`src/rtl/uart_tx_fifo.sv`:
```
// Byte FIFO feeding a UART transmitter: one load strobe per byte, then wait for
// the transmitter's end-of-frame pulse before issuing the next one.
module uart_tx_fifo #(
  parameter int unsigned DEPTH  = 16,
  parameter int unsigned ADDR_W = 4
) (
  input  logic              clk,
  input  logic              reset,
  input  logic              wr_en,
  input  logic [7:0]        wr_data,
  input  logic              flush,
  input  logic              clr_ovf,
  input  logic              uart_tx_ready,
  output logic              uart_tx_req,
  output logic [7:0]        uart_tx_data,
  output logic              full,
  output logic              empty,
  output logic [ADDR_W:0]   count,
  output logic              overflow,
  output logic              busy
);

  localparam int unsigned CNT_W = ADDR_W + 1;
  localparam logic [CNT_W-1:0] CNT_FULL = CNT_W'(DEPTH);

  typedef enum logic {
    S_IDLE = 1'b0,
    S_WAIT = 1'b1
  } state_e;

  state_e              state_q, state_d;
  logic [ADDR_W-1:0]   wr_ptr_q, wr_ptr_d;
  logic [ADDR_W-1:0]   rd_ptr_q, rd_ptr_d;
  logic [CNT_W-1:0]    count_q, count_d;
  logic                req_q, req_d;
  logic [7:0]          data_q, data_d;
  logic                ovf_q, ovf_d;
  logic                full_q, full_d;
  logic                empty_q, empty_d;
  logic                busy_q, busy_d;
  logic [7:0]          mem_q [DEPTH];

  logic                wr_acc;
  logic                wr_drop;
  logic                pop;

  // Next-state, pop decision and bookkeeping; full is judged on the pre-pop count.
  always_comb begin
    state_d  = state_q;
    wr_ptr_d = wr_ptr_q;
    rd_ptr_d = rd_ptr_q;
    count_d  = count_q;
    req_d    = 1'b0;
    data_d   = data_q;
    ovf_d    = ovf_q;
    pop      = 1'b0;
    wr_acc   = wr_en && !flush && (count_q != CNT_FULL);
    wr_drop  = wr_en && !flush && (count_q == CNT_FULL);

    case (state_q)
      S_IDLE: begin
        if ((count_q != '0) && !flush) begin
          pop     = 1'b1;
          req_d   = 1'b1;
          data_d  = mem_q[rd_ptr_q];
          state_d = S_WAIT;
        end
      end
      S_WAIT: begin
        if (uart_tx_ready) begin
          state_d = S_IDLE;
        end
      end
      default: state_d = S_IDLE;
    endcase

    if (flush) begin
      wr_ptr_d = '0;
      rd_ptr_d = '0;
      count_d  = '0;
      ovf_d    = 1'b0;
    end else begin
      if (wr_acc) wr_ptr_d = wr_ptr_q + ADDR_W'(1);
      if (pop)    rd_ptr_d = rd_ptr_q + ADDR_W'(1);
      case ({wr_acc, pop})
        2'b10:   count_d = count_q + CNT_W'(1);
        2'b01:   count_d = count_q - CNT_W'(1);
        default: count_d = count_q;
      endcase
      if (wr_drop)      ovf_d = 1'b1;
      else if (clr_ovf) ovf_d = 1'b0;
    end

    full_d  = (count_d == CNT_FULL);
    empty_d = (count_d == '0);
    busy_d  = (state_d == S_WAIT) || (count_d != '0);
  end

  always_ff @(posedge clk) begin
    if (reset) begin
      state_q  <= S_IDLE;
      wr_ptr_q <= '0;
      rd_ptr_q <= '0;
      count_q  <= '0;
      req_q    <= 1'b0;
      data_q   <= 8'h00;
      ovf_q    <= 1'b0;
      full_q   <= 1'b0;
      empty_q  <= 1'b1;
      busy_q   <= 1'b0;
    end else begin
      state_q  <= state_d;
      wr_ptr_q <= wr_ptr_d;
      rd_ptr_q <= rd_ptr_d;
      count_q  <= count_d;
      req_q    <= req_d;
      data_q   <= data_d;
      ovf_q    <= ovf_d;
      full_q   <= full_d;
      empty_q  <= empty_d;
      busy_q   <= busy_d;
    end
  end

  // Storage array carries no reset.
  always_ff @(posedge clk) begin
    if (wr_acc && !reset) begin
      mem_q[wr_ptr_q] <= wr_data;
    end
  end

  assign uart_tx_req  = req_q;
  assign uart_tx_data = data_q;
  assign full         = full_q;
  assign empty        = empty_q;
  assign count        = count_q;
  assign overflow     = ovf_q;
  assign busy         = busy_q;

endmodule
```
`config.mk`:
```
export PLATFORM = sky130hd
export DESIGN_NAME = uart_tx_fifo
export DESIGN_NICKNAME = d
export VERILOG_FILES = /design/src/rtl/uart_tx_fifo.sv
export SDC_FILE = /design/constraint.sdc
export NUM_CORES = 1
export LEC_CHECK = 0
export CAP_MARGIN = 20
export CORE_MARGIN = 2
export CORE_UTILIZATION = 55
export DETAILED_ROUTE_END_ITERATION = 10
export DONT_BUFFER_PORTS = 1
export HOLD_SLACK_MARGIN = 0.1
export PLACE_DENSITY = 0.83
export SYNTH_ARGS = -nofsm -noshare
export SYNTH_HDL_FRONTEND = slang
export SYNTH_SLANG_ARGS = --single-unit
```
`constraint.sdc`:
```
create_clock -name clk -period 2.5 [get_ports clk]
set_input_delay 0.375 -clock clk [delete_from_list [all_inputs] [get_ports clk]]
set_output_delay 0.375 -clock clk [all_outputs]
set_load 0.01 [all_outputs]
```
==> results by group <==
Floorplan
  – # rows: 38
  – Core area: 10900 sq um
  – Die area: 12200 sq um
  – Die width: 110 um
  – Ports: 32
  – Die Span Y: 110 um
  – Initial core utilization: between 50% and 60%

Clocking
  – CTS H-tree depth: 4
  – Worst-Skew Late Latency: 0.42 ns
  – Maximum clock path buffer count: 2
  – Clock Sinks: 155
  – CTS clk-pin slew, worst paths: 0.06 ns
  – CTS tree: done
  – Clock Tree Root: clkbuf_16
  – CTS Buf Count: 17

Logic synthesis
  – Synth async-reset ratio: 0%
  – YS warnings: 0
  – Share of the synthesized area in the top cell type: between 60% and 70%
  – Synthesis-stage register bit count: approximately 160
  – Most frequent cell after synthesis: edfxtp_1
  – Synthesized cell area: between 6000 and 7000 sq um
  – Synth area leader: edfxtp_1
  – Netlist cell types: roughly 40
  – Post-Syn Instances: 360
  – Mean Syn Cell Area: 17.3 sq um
  – Synth top cells by count: edfxtp_1, nor2_1, dfxtp_1, mux4_2, nand2_1
  – Main flop type after synthesis: edfxtp_1
  – Post-synthesis sequential area ratio: 70.4%
  – Top cells by area, synth: edfxtp_1, mux4_2, dfxtp_1
  – Syn_nets: 384
  – EDFF count, synth: 128

Routing
  – Number of antenna-violating nets in the routed design: 0
  – Number of vias per cell: 6.04
  – DRC violations left: 0
  – Final wirelength: around 13 mm
  – Routed len/inst: 23.2 um
  – First drt pass iteration count: 5
  – DRT iter0 DRCs: 352
  – Via count: 3294

Worst setup path
  – CP required: 2.85 ns
  – Worst R2R Path Depth: 12
  – CP Data Arrival Time: 2.93 ns
  – Worst Setup SP: count[1]$_SDFF_PP0_
  – End of the critical path: full$_SDFF_PP0_
  – Worst reg2reg startpoint: count[1]$_SDFF_PP0_
  – Critical Path End Type: register
  – Kind of critical path: reg2reg
  – CP max FO: 4
  – R2R setup slack: -0.08 ns
  – Worst reg2reg endpoint: full$_SDFF_PP0_
  – Setup crit start kind: register

GRT
  – Initial antenna violation count: 0
  – Tot GR Track Use: 22.0%
  – Largest net degree at the start of global routing: 36
  – Vias in the first global route: approximately 3500
  – Grt ovf: 0
  – Met1 Usage GRT: between 20 and 30%
  – Global-route wire length before repair: 19.7 mm
  – GR met3 Demand/Resource: 6.53%
  – Met2 GRT Util: 35.5%
  – Most Crowded Layer GR: met2

Layout
  – ANT cells: 0
  – Fillcell total: 701
  – Share of layout cells above drive strength 1: about a quarter
  – Total Nets Final: 416
  – Area delta synth->final: 16.5%
  – Finished Layout Cells: 545

Min path
  – Worst hold path type: in2reg

Placement
  – Port bufs: 0
  – Gpl congestion: between 0.8 and 0.9
  – Post-DP HPWL: 7.58 mm
  – Cells after DPL: about 500

STA
  – Fmax: about 0.39 GHz
  – Normalized max-slew margin: between 30% and 40%
  – Worst Tran Pin Value: ~0.94 ns
  – Pins Over Slew Limit: 0
  – Final Cycle Share: 103%
  – Clock Skew: between 0.007 and 0.008 ns
  – Final Hold Vio Count: 0
  – Unrepaired setup endpoints after global routing: true
  – Worst setup margin: -0.0756 ns
  – # setup viols final: 3
  – Min cycle time layout: 2.58 ns
  – Setup TNS: -0.144 ns

Flow run
  – Max cap viols: 0

Power
  – Max VDD drop: between 0.8 and 0.9 mV
  – P_leak: between 2 and 2.5 nW
  – Pwr dens: 770 nW/um^2
  – PnR Total Power: 5.59 mW

Status
  – Failing checks: setup timing
  – Status: complete, but fails checks
[worst max-delay path, stage by stage, from the launching register on]
cell      delay, ns
dfxtp_4        0.35
nor4_4         0.31
buf_4          0.19
a21boi_4       0.06
inv_2          0.06
ha_4           0.13
inv_2          0.04
fa_2           0.33
nand2b_4       0.14
a21oi_2        0.12
mux2i_1        0.27
mux2i_2        0.30
a21boi_2       0.19
[metrics by stage]
stage,cell area [sq um],hold WS (ns),setup slack [ns],utilization (%)
2_1_floorplan,6300,0.474,0.00446,-
3_3_place_gp,6500,0.449,0.0417,59.4
3_5_place_dp,6500,0.451,-0.0667,59.4
4_1_cts,7210,0.176,-0.0580,66.0
5_1_grt,7260,0.211,-0.197,66.4
6_report,7260,0.183,-0.0756,66.4
[placed cells by master (no fill, tap or decap), drive strengths merged, types with 2 or more instances in the layout]
cell type and n:
xnor2 2, mux4 32, clkbuf 18, and2 2, inv 10, buf 20
nor2b 4, ha 9, nand4 2, bufinv 3, clkinv 7, edfxtp 128
xor2 6, nand2 20, mux2i 11, clkinvlp 4, a21oi 8, nand2b 3
dfxtp 27, dlygate4sd3 10, nor3 5, nor2 43, a22oi 16, a21boi 2
[power by group]
part	internal, mW	switching, mW	total (mW)
clock	1.57	1.01	2.58
combinational	0.0760	0.113	0.189
sequential	2.80	0.0149	2.82
total	4.45	1.13	5.59
[metal layers]
| layer | vias to the layer above | part of all wire (%) | wire length [um] |
|---|---|---|---|
| li1 | 1457 | - | - |
| met1 | 1659 | 40 | 5060 |
| met2 | 156 | 50 | 6380 |
| met3 | 22 | 7.7 | 979 |
| met4 | 0 | 1.9 | 246 |
| met5 | - | 0 | 0 |
[cells by family (layout without fill, tap and decap cells)]
group	after synthesis	in the layout	share of synthesized area, %
fa+ha+maj	10	10	2.13
flops	155	155	70.4
xor+xnor	8	8	1.13
simple gates	85	85	6.27
mux	43	43	13.8
buf+inv	27	72	2.57
compound gates	32	32	3.74
[sequential cells by signal, indices dropped and copies added (netlist names)]
name and flops:
full 1, overflow 1, mem_q 128, empty 1, count 5, busy 1
uart_tx_req 1, uart_tx_data 8, rd_ptr_q 4, wr_ptr_q 4, state_q 1
[repair_timing]
item / CTS / global route
gates resized for setup: 1 / 6
hold buffers: 10 / 0
hold endpoints to repair: 139 / 0
gates cloned: 0 / 0
setup endpoints to repair: 3 / 4
pin swaps: 0 / 2
setup buffers: 1 / 1
[final cells by class]
type | count | area, sq um | share of cell area (%)
multi-input combinational | 178 | 1770 | 24.4
sequential | 155 | 4400 | 60.7
clock inverter | 14 | 174 | 2.40
tap | 140 | 175 | 2.41
timing repair buffer | 30 | 267 | 3.67
inverter | 10 | 37.5 | 0.517
clock buffer | 18 | 429 | 5.91
[worst min path at each step]
stage | from | to | slack, ns | depth (start not counted)
4_1_cts | clr_ovf | overflow$_SDFFE_PP0P_ | 0.18 | 3
3_3_place_gp | reset | uart_tx_req$_SDFF_PP0_ | 0.45 | 1
5_1_grt | clr_ovf | overflow$_SDFFE_PP0P_ | 0.21 | 3
2_1_floorplan | wr_data[0] | mem_q[0][0]$_DFFE_PP_ | 0.47 | 0
6_report | clr_ovf | overflow$_SDFFE_PP0P_ | 0.18 | 3
3_5_place_dp | reset | uart_tx_req$_SDFF_PP0_ | 0.45 | 1
Power figures use the tool's default switching activity.
